$ cat src/rtl/unary_add_host.sv
// Transaction controller for the 1-4-14 unary adder: streams two binary operands
// as unary pulse trains, then counts the adder's output pulses back into binary.
module unary_add_host #(
  parameter int unsigned OP_W  = 4,
  parameter int unsigned MOD   = 15,
  parameter int unsigned SUM_W = 5
) (
  input  logic             clk,
  input  logic             rst,
  input  logic             start,
  input  logic [OP_W-1:0]  op_a,
  input  logic [OP_W-1:0]  op_b,
  output logic             busy,
  output logic             done,
  output logic [SUM_W-1:0] sum,
  output logic             carry,
  output logic             err,
  output logic             en,
  output logic             read_or_write,
  output logic             A,
  output logic             B,
  input  logic             dout,
  input  logic             C
);

  typedef enum logic [2:0] {
    S_IDLE   = 3'd0,
    S_READ   = 3'd1,
    S_SETTLE = 3'd2,
    S_WRITE  = 3'd3,
    S_DONE   = 3'd4
  } state_t;

  state_t state_q, state_d;

  logic [OP_W-1:0]  opa_q, opb_q, nmax_q, k_q, ones_q;
  logic             wfirst_q, carry_q, err_q;
  logic [SUM_W-1:0] sum_q;
  logic             en_q, rw_q, a_q, b_q, busy_q, done_q;

  logic [OP_W-1:0]  a_src, b_src, n_src, k_d;
  logic             bad_op, overrun;
  logic             en_d, rw_d, a_d, b_d, busy_d, done_d;

  // State register
  always_ff @(posedge clk) begin
    if (rst) state_q <= S_IDLE;
    else     state_q <= state_d;
  end

  // Next-state logic; in IDLE the operand sources come straight from the ports
  always_comb begin
    state_d = state_q;
    bad_op  = 1'b0;
    overrun = 1'b0;
    a_src   = opa_q;
    b_src   = opb_q;
    n_src   = nmax_q;
    k_d     = k_q;
    case (state_q)
      S_IDLE: begin
        a_src = op_a;
        b_src = op_b;
        n_src = (op_a > op_b) ? op_a : op_b;
        k_d   = '0;
        if (start) begin
          if (({1'b0, op_a} >= (OP_W+1)'(MOD)) || ({1'b0, op_b} >= (OP_W+1)'(MOD))) begin
            bad_op  = 1'b1;
            state_d = S_DONE;
          end else if (n_src == '0) begin
            state_d = S_SETTLE;
          end else begin
            state_d = S_READ;
          end
        end
      end
      S_READ: begin
        k_d = k_q + OP_W'(1);
        if (k_d == nmax_q) state_d = S_SETTLE;
      end
      S_SETTLE: state_d = S_WRITE;
      S_WRITE: begin
        if (!wfirst_q) begin
          if (!dout) begin
            state_d = S_DONE;
          end else if (ones_q == OP_W'(MOD - 1)) begin
            overrun = 1'b1;
            state_d = S_DONE;
          end
        end
      end
      S_DONE:  state_d = S_IDLE;
      default: state_d = S_IDLE;
    endcase
  end

  // Output logic: values the registered outputs take in the next cycle
  always_comb begin
    en_d   = (state_d == S_READ) || (state_d == S_SETTLE) || (state_d == S_WRITE);
    rw_d   = (state_d == S_WRITE);
    a_d    = (state_d == S_READ) && (k_d < a_src);
    b_d    = (state_d == S_READ) && (k_d < b_src);
    busy_d = (state_d != S_IDLE);
    done_d = (state_d == S_DONE);
  end

  always_ff @(posedge clk) begin
    if (rst) begin
      en_q   <= 1'b0;
      rw_q   <= 1'b0;
      a_q    <= 1'b0;
      b_q    <= 1'b0;
      busy_q <= 1'b0;
      done_q <= 1'b0;
    end else begin
      en_q   <= en_d;
      rw_q   <= rw_d;
      a_q    <= a_d;
      b_q    <= b_d;
      busy_q <= busy_d;
      done_q <= done_d;
    end
  end

  // Datapath: operand capture, carry accumulation, pulse counting, result
  always_ff @(posedge clk) begin
    if (rst) begin
      opa_q    <= '0;
      opb_q    <= '0;
      nmax_q   <= '0;
      k_q      <= '0;
      ones_q   <= '0;
      wfirst_q <= 1'b0;
      carry_q  <= 1'b0;
      err_q    <= 1'b0;
      sum_q    <= '0;
    end else begin
      k_q <= k_d;
      case (state_q)
        S_IDLE: begin
          if (start) begin
            opa_q   <= op_a;
            opb_q   <= op_b;
            nmax_q  <= n_src;
            ones_q  <= '0;
            carry_q <= 1'b0;
            err_q   <= bad_op;
            if (bad_op) sum_q <= '0;
          end
        end
        // C lags the driven pulse by one cycle, so READ k=0 sees a stale value
        S_READ: begin
          if (k_q != '0) carry_q <= carry_q | C;
        end
        S_SETTLE: begin
          if (nmax_q != '0) carry_q <= carry_q | C;
          wfirst_q <= 1'b1;
        end
        S_WRITE: begin
          wfirst_q <= 1'b0;
          if (!wfirst_q && dout && !overrun) ones_q <= ones_q + OP_W'(1);
          if (state_d == S_DONE) begin
            err_q <= overrun;
            if (overrun)      sum_q <= '0;
            else if (carry_q) sum_q <= SUM_W'(MOD) + SUM_W'(ones_q);
            else              sum_q <= SUM_W'(ones_q);
          end
        end
        default: ;
      endcase
    end
  end

  assign busy          = busy_q;
  assign done          = done_q;
  assign sum           = sum_q;
  assign carry         = carry_q;
  assign err           = err_q;
  assign en            = en_q;
  assign read_or_write = rw_q;
  assign A             = a_q;
  assign B             = b_q;

endmodule

$ cat config.mk
export PLATFORM = sky130hd
export DESIGN_NAME = unary_add_host
export DESIGN_NICKNAME = d
export VERILOG_FILES = /design/src/rtl/unary_add_host.sv
export SDC_FILE = /design/constraint.sdc
export NUM_CORES = 1
export LEC_CHECK = 0
export ABC_AREA = 1
export CAP_MARGIN = 20
export CELL_PAD_IN_SITES_DETAIL_PLACEMENT = 1
export CELL_PAD_IN_SITES_GLOBAL_PLACEMENT = 1
export CORE_MARGIN = 3
export CORE_UTILIZATION = 43
export DETAILED_ROUTE_END_ITERATION = 8
export GPL_TIMING_DRIVEN = 0
export PLACE_DENSITY = 0.88
export SLEW_MARGIN = 10
export SYNTH_ARGS = -nofsm -noshare
export SYNTH_HDL_FRONTEND = slang
export SYNTH_SLANG_ARGS = --single-unit
$ cat constraint.sdc
create_clock -name clk -period 3.3 [get_ports clk]
set_clock_uncertainty 0.2 [all_clocks]
set_input_delay 0.33 -clock clk [delete_from_list [all_inputs] [get_ports clk]]
set_output_delay 0.33 -clock clk [all_outputs]
set_load 0.1 [all_outputs]
# After elaboration in Yosys (flattened, before gate mapping)
# Index checks and enable logic that the tools add are counted.
[classes]
addsub = 3
magnitude_cmp = 5
eq_ne = 15
muxes = 36
bitwise_logic = 1
n_reduce_logical = 22
[op_table]
columns = ["op", "n"]
rows = [
  ["5-bit two-way mux", 5],
  ["4-bit two-way mux", 5],
  ["3-bit two-way mux", 6],
  ["4-bit case mux with 2 select lines", 2],
  ["3-bit by 2-bit equality test with 1-bit output (second input constant)", 4],
  ["1-bit two-way mux", 12],
  ["2-bit inequality test (second input constant)", 6],
  ["3-bit case mux with 4 select lines", 1],
  ["5-bit case mux with 2 select lines", 1],
  ["4-bit by 1-bit adder with 4-bit output (second input constant)", 2],
  ["4-bit >= comparator (second input constant)", 2],
  ["4-bit < comparator", 2],
  ["4-bit AND reduction", 2],
  ["4-bit nonzero test", 2],
  ["3-bit by 1-bit equality test with 1-bit output (second input constant)", 2],
  ["3-bit AND reduction", 2],
  ["3-bit nonzero test", 2],
  ["4-bit by 4-bit adder with 5-bit output (first input constant)", 1],
  ["4-bit equality test", 1],
  ["4-bit equality test (second input constant)", 1],
  ["4-bit greater-than comparator", 1],
  ["1-bit logical AND", 4],
  ["4-bit zero test", 1],
  ["1-bit case mux with 2 select lines", 2],
  ["9 further kinds", 13],
]
[totals]
register_bits = 37
out_inout_bits = 13
elab_cells = 98

# Depth between registers and ports, before layout
[depth]
depth_word = 10
mapped_depth = 16
mapped_depth_nobuf = 16

# Worst setup path after synthesis
# OpenSTA, ideal clock, no wires.
[synth_path]
path_type = "reg2reg"
startpoint = "register carry_q, in the netlist carry"
endpoint = "register sum_q[3], in the netlist sum[3]"
setup_time_ns = 0.071
t_arrival_ns = 1.664
path_slack_ns = 1.365
stages_incl_launch_ff = 7
path_buffers = 0
cell_sequence = "dfxtp_1 inv_1 nor2_1 nand3_1 nand2_1 nand3_1 a21oi_1"
[synth_via]
elab_chain_cells = 4
[synth_lines]
columns = ["element", "line_no", "source"]
rows = [
  ["start: declaration", "37", "logic wfirst_q, carry_q, err_q;"],
  ["start signal: assignment", "153", "if (k_q != '0) carry_q <= carry_q | C;"],
  ["start signal: assignment", "156", "if (nmax_q != '0) carry_q <= carry_q | C;"],
  ["5-bit two-way mux", "165", "else if (carry_q) sum_q <= SUM_W'(MOD) + SUM_W'(ones_q);"],
  ["5-bit two-way mux", "164", "if (overrun) sum_q <= '0;"],
  ["5-bit two-way mux", "162", "if (state_d == S_DONE) begin"],
  ["5-bit case mux with 2 select lines", "139", "case (state_q)"],
  ["end signal: assignment", "165", ""],
  ["end signal: assignment", "166", "else sum_q <= SUM_W'(ones_q);"],
  ["end: declaration", "38", "logic [SUM_W-1:0] sum_q;"],
]
# Every way passes these cells. The select of a mux whose other input is x is not followed.
# A chain may end at the register's enable or synchronous reset.

# Worst setup path after layout
[layout_path]
startpoint = "input op_b[3]"
endpoint = "register a_q, in the netlist A"
[layout_via]
elab_chain_cells = 9
elab_cells_between_ends = 11
[layout_lines]
columns = ["element", "line_no", "source"]
rows = [
  ["start: declaration", "12", "input logic [OP_W-1:0] op_b,"],
  ["4-bit greater-than comparator", "64", "n_src = (op_a > op_b) ? op_a : op_b;"],
  ["4-bit two-way mux", "64", ""],
  ["4-bit zero test", "70", "end else if (n_src == '0) begin"],
  ["2-bit two-way mux", "70", ""],
  ["3-bit two-way mux (*)", "67", "if (({1'b0, op_a} >= (OP_W+1)'(MOD)) || ({1'b0, op_b} >= (OP_W+1)'(MOD))) begin"],
  ["3-bit two-way mux (*)", "66", "if (start) begin"],
  ["3-bit case mux with 4 select lines (*)", "60", "case (state_q)"],
  ["3-bit by 1-bit equality test with 1-bit output (*)", "101", "a_d = (state_d == S_READ) && (k_d < a_src);"],
  ["1-bit logical AND (*)", "101", ""],
  ["end signal: assignment", "111", "a_q <= 1'b0;"],
  ["end signal: assignment", "118", "a_q <= a_d;"],
  ["end: declaration", "39", "logic en_q, rw_q, a_q, b_q, busy_q, done_q;"],
]
# Every way passes the cells marked *; elsewhere a longest branch is shown, timed or not.

==> results.md <==
- The top fanout value on the critical path is 5.
- The growth of design area from synthesis to finish is 21.8%.
- The number of remaining DRC errors is 0.
- The initial utilization of the core area, before any placement, comes to 46.1%.
- The number of antenna violations at the first check in global routing was 0.
- The number of hold buffers added after CTS is 0.
- The cell repeated most along the worst path is sky130_fd_sc_hd__nand2_1.
- Walking the worst path, the cells encountered are clkdlybuf4s50_1, inv_1, ha_1, nand2_1, inv_1, nand2_1, nand2_1, nand2_1, nand2_1, nand2_1, nor2_1, nand2_1, a22oi_1, nor2_1.
- The leakage power is 1.14 nW.
- The floorplan step set the die width to 75.5 um.
- The clock root buffer is sky130_fd_sc_hd__clkbuf_8.
- The clock period minus final worst setup slack is 2.45 ns.
- Setup total negative slack on the finished layout was measured at 0 ns.
- The clock network burns 30.8% of the power.
- The net count of the finished layout is 353.
- The number of cells produced by synthesis is 293.
- The proportion of layout cells with a drive suffix above 1 is 7.98%.
- The core outline area is 0.00450 mm2.
- TritonCTS built the clock tree.
- Multiplexer cells account for 0% of the synthesized area.
- The H-tree generated during clock tree synthesis spans 2 levels.
- The data required time at the worst endpoint is 3.28 ns.
- The number of global-route vias before repair was 1943.
- The delay of the slowest cell on the worst path is 0.54 ns.
- The capturing element of the worst setup path is A$_SDFF_PP0_.
- The slowest stage of the critical path is the sky130_fd_sc_hd__clkdlybuf4s50_1 cell.
- Summing the areas of all compound-gate instances in the mapped netlist gives 15.3% of the synthesized area.
- The number of cells on the worst reg-to-reg path is 10.
- The post-place instance area is 0.00239 mm2.
- After synthesis, the mean cell area works out to 7.09 um2.
- The library cell used most frequently in the layout, excluding fill and tap cells, is sky130_fd_sc_hd__nand2_1.
- Power spread over the standard cell area amounts to 621 mW/mm2.
- Buffers inserted during clock tree synthesis total 5.
- The number of buffers added for setup after CTS is 0.
- The count of placed standard cells in the final layout, fillers left out is 378.
- Setup repair after global routing left no endpoint under its margin.
- In this run, synthesis produced a sequential element count of 37.
- No sink is reached through more buffers than the 2 on the longest clock path.
- The sort of element at the end of the critical path is a register.
- The worst-case IR drop observed on VDD is 0.000277 V.
- The total overflow left after global routing is 0.
- Detailed routing inserted a total of 1986 vias.
- The die covers 0.00570 mm2.
- The arithmetic-cell share of the synthesized area counting full adders, half adders and majority gates is 9.03%.
- The post-CTS clock slew at the launch and capture registers of the worst setup and hold paths is 0.08 ns.
- The net count after synthesis is 321.
- The total global-route track usage is 21.2%.
- The tool flagged a number of max-cap violations equal to 0.
- Once detail routing completed, the nets flagged for antenna violations numbered 0.
- The number of design-rule violations left by the first detailed-router iteration is 42.
- The fraction of synthesized cell area in xor and xnor cells is 0.843%.
- The startpoint type of the worst setup path is an input pin.
- After clock tree synthesis, the repair step resized 0 gates.
- Of the total power, combinational logic draws 35.6%.
- The total wire length is 5.53 mm.
- In the layout the commonest cells are sky130_fd_sc_hd__nand2_1 (64), sky130_fd_sc_hd__inv_1 (44), sky130_fd_sc_hd__dfxtp_1 (37), sky130_fd_sc_hd__o21ai_0 (28), sky130_fd_sc_hd__nand3_1 (27).
- The source-to-sink clock delay at the later pin of the worst-skew pair is 0.29 ns.
- The count of antenna diodes in the layout is 0.
- Setup violations remaining at the end of the flow were counted as 0.
- The post-route clock period utilization is 74.2%.
- During I/O placement, the number of pins put on the boundary was 26.
- The first global-routing pass estimated 9.14 mm of wire.
- At the placement stage, the worst setup path has a slack of 0.607 ns.
- Derived from the worst setup path, the maximum achievable clock frequency is 409 MHz.
- The HPWL after detailed placement is 4.37 mm.
- By area, the combinational part of the netlist is dominated by simple AND/OR/NAND/NOR gates.
- The area of the mapped netlist is 0.00208 mm2.
- The cell-internal power is 0.962 mW.
- Net switching is 38.8% of the power.
- The share of synthesized cell area in and, or, nand and nor gates is 29.6%.
- The critical path is of the input pin to register type.
- The final non-filler cell area is 0.00253 mm2.
- The register share of total power is 33.6%.
- Dividing the detail-routed via count by the number of cells gives 5.25.
- Counting tap cells, the placed design contains a total of 370 instances.
- The max-slew violation total from the final report is 0.
- The class of the worst hold path is register to register.
- The flow ran to the end, and the final reports show no timing, DRC or antenna violations.
- The height of the die is 75.5 um.
- The portion of the post-synthesis area used by sequential elements is 35.6%.
- At the pin with the least slew margin, the transition time is 0.976 ns.
- The routed length per instance is 14.6 um.
- Across all setup checks in the final design, the least slack found is 0.852 ns.
- The hold violation total from the final report is 0.
- The reg-to-reg startpoint is k_q[0]$_SDFF_PP0_.
- The Yosys step of the flow raised 0 warnings.
- The largest net degree at the start of global routing is 14.
- The arrival time of the worst setup path is 2.43 ns.
- In this run the critical register-to-register path is captured at B$_SDFF_PP0_.
- The clock net in this run drives a total of 37 sinks.
- The number of different library cells used by synthesis comes to 32.
- The critical path startpoint is op_b[3].
- The switching power total is 0.609 mW.
- Port buffering added 25 buffers.
- The number of optimization iterations in the first detailed-route pass is 4.
- The minimum setup slack among reg-to-reg paths is 0.98 ns.
- In this run the tightest slew margin relative to its limit is 34.8%.
- At the end of routability-driven placement, the weighted congestion stood at 0.790.
- The site row count is 24.
cells by family after synthesis:
logic type,after synthesis
adders and majority gates,15
buffers and inverters,52
AOI/OAI and AO/OA,55
DFF,37
and+or+nand+nor,132
xor gates and xnor gates,2
critical path: cells and delay by family:
family | cells | cell delay (ns)
adder cells (fa/ha/maj) | 1 | 0.29
AND/OR/NAND/NOR | 9 | 0.86
buffers and inverters | 3 | 0.68
AO/OA/AOI/OAI | 1 | 0.26
final cells by class:
| cell class | count | area, um2 |
|---|---|---|
| fillers | 602 | 1970 |
| multi-input cells | 204 | 1140 |
| flip-flops and latches | 37 | 741 |
| repair buffers | 25 | 250 |
| inverters | 48 | 183 |
| clock buffers | 5 | 68.8 |
| clock inverters | 3 | 68.8 |
| well taps | 52 | 65.1 |
| plain buffers | 4 | 16.3 |
flip-flops by register name, summed over array words and instances, names as in the netlist:
name / cells
A: 1
B: 1
busy: 1
carry: 1
done: 1
en: 1
err: 1
k_q: 4
nmax_q: 4
ones_q: 4
opa_q: 4
opb_q: 4
read_or_write: 1
state_q: 3
sum: 5
wfirst_q: 1
metal layers:
| metal | up-vias | share of wire (%) | track usage [%] |
|---|---|---|---|
| li1 | 1019 | - | - |
| met1 | 933 | 47 | 28.0 |
| met2 | 26 | 49 | 35.2 |
| met3 | 8 | 3.2 | 4.49 |
| met4 | 0 | 1.2 | 5.44 |
| met5 | - | 0 | 0 |
power groups by stage:
| stage | clock network, mW | registers, mW | logic, mW |
|---|---|---|---|
| CTS | 0.487 | 0.528 | 0.562 |
| finish | 0.484 | 0.528 | 0.559 |
| global route | 0.504 | 0.534 | 0.616 |
| global placement | 0 | 0.534 | 0.536 |
| detailed placement | 0 | 0.538 | 0.555 |
| floorplan | 0 | 0.674 | 0.271 |
cells in the mapped netlist (all sizes together):
cell	n	area share, %
nand3	29	7.8
ha	15	9.0
buf	1	0.24
nor2	23	5.0
nor3b	1	0.36
clkbuf	3	0.54
a21boi	1	0.36
inv	47	8.6
xnor2	1	0.42
a31oi	1	0.30
xor2	1	0.42
a22oi	1	0.36
nor3	3	0.72
o21ai	31	8.0
dfxtp	37	36
a21oi	14	3.4
o22ai	5	1.5
o31ai	2	1.4
nand3b	1	0.36
clkinv	1	0.18
nand2	69	14
nand4	6	1.8
metrics by stage:
stage / hold slack [ns] / util [%] / total power [mW]
3_5_place_dp: 0.262 / 53.1 / 1.09
4_1_cts: 0.271 / 56.2 / 1.58
6_report: 0.269 / 56.2 / 1.57
3_3_place_gp: 0.255 / 53.1 / 1.07
5_1_grt: 0.304 / 56.2 / 1.65
2_1_floorplan: 0.199 / - / 0.945
how the worst min path moves through the flow:
stage | startpoint | end | depth (start not counted)
finish | sum[4]$_SDFFE_PP0P_ | sum[4]$_SDFFE_PP0P_ | 2
global route | sum[4]$_SDFFE_PP0P_ | sum[4]$_SDFFE_PP0P_ | 2
CTS | sum[4]$_SDFFE_PP0P_ | sum[4]$_SDFFE_PP0P_ | 2
detailed placement | sum[4]$_SDFFE_PP0P_ | sum[4]$_SDFFE_PP0P_ | 2
global placement | sum[4]$_SDFFE_PP0P_ | sum[4]$_SDFFE_PP0P_ | 2
floorplan | rst | state_q[2]$_SDFF_PP0_ | 1
Note: power is estimated with default switching activity, not from simulation.
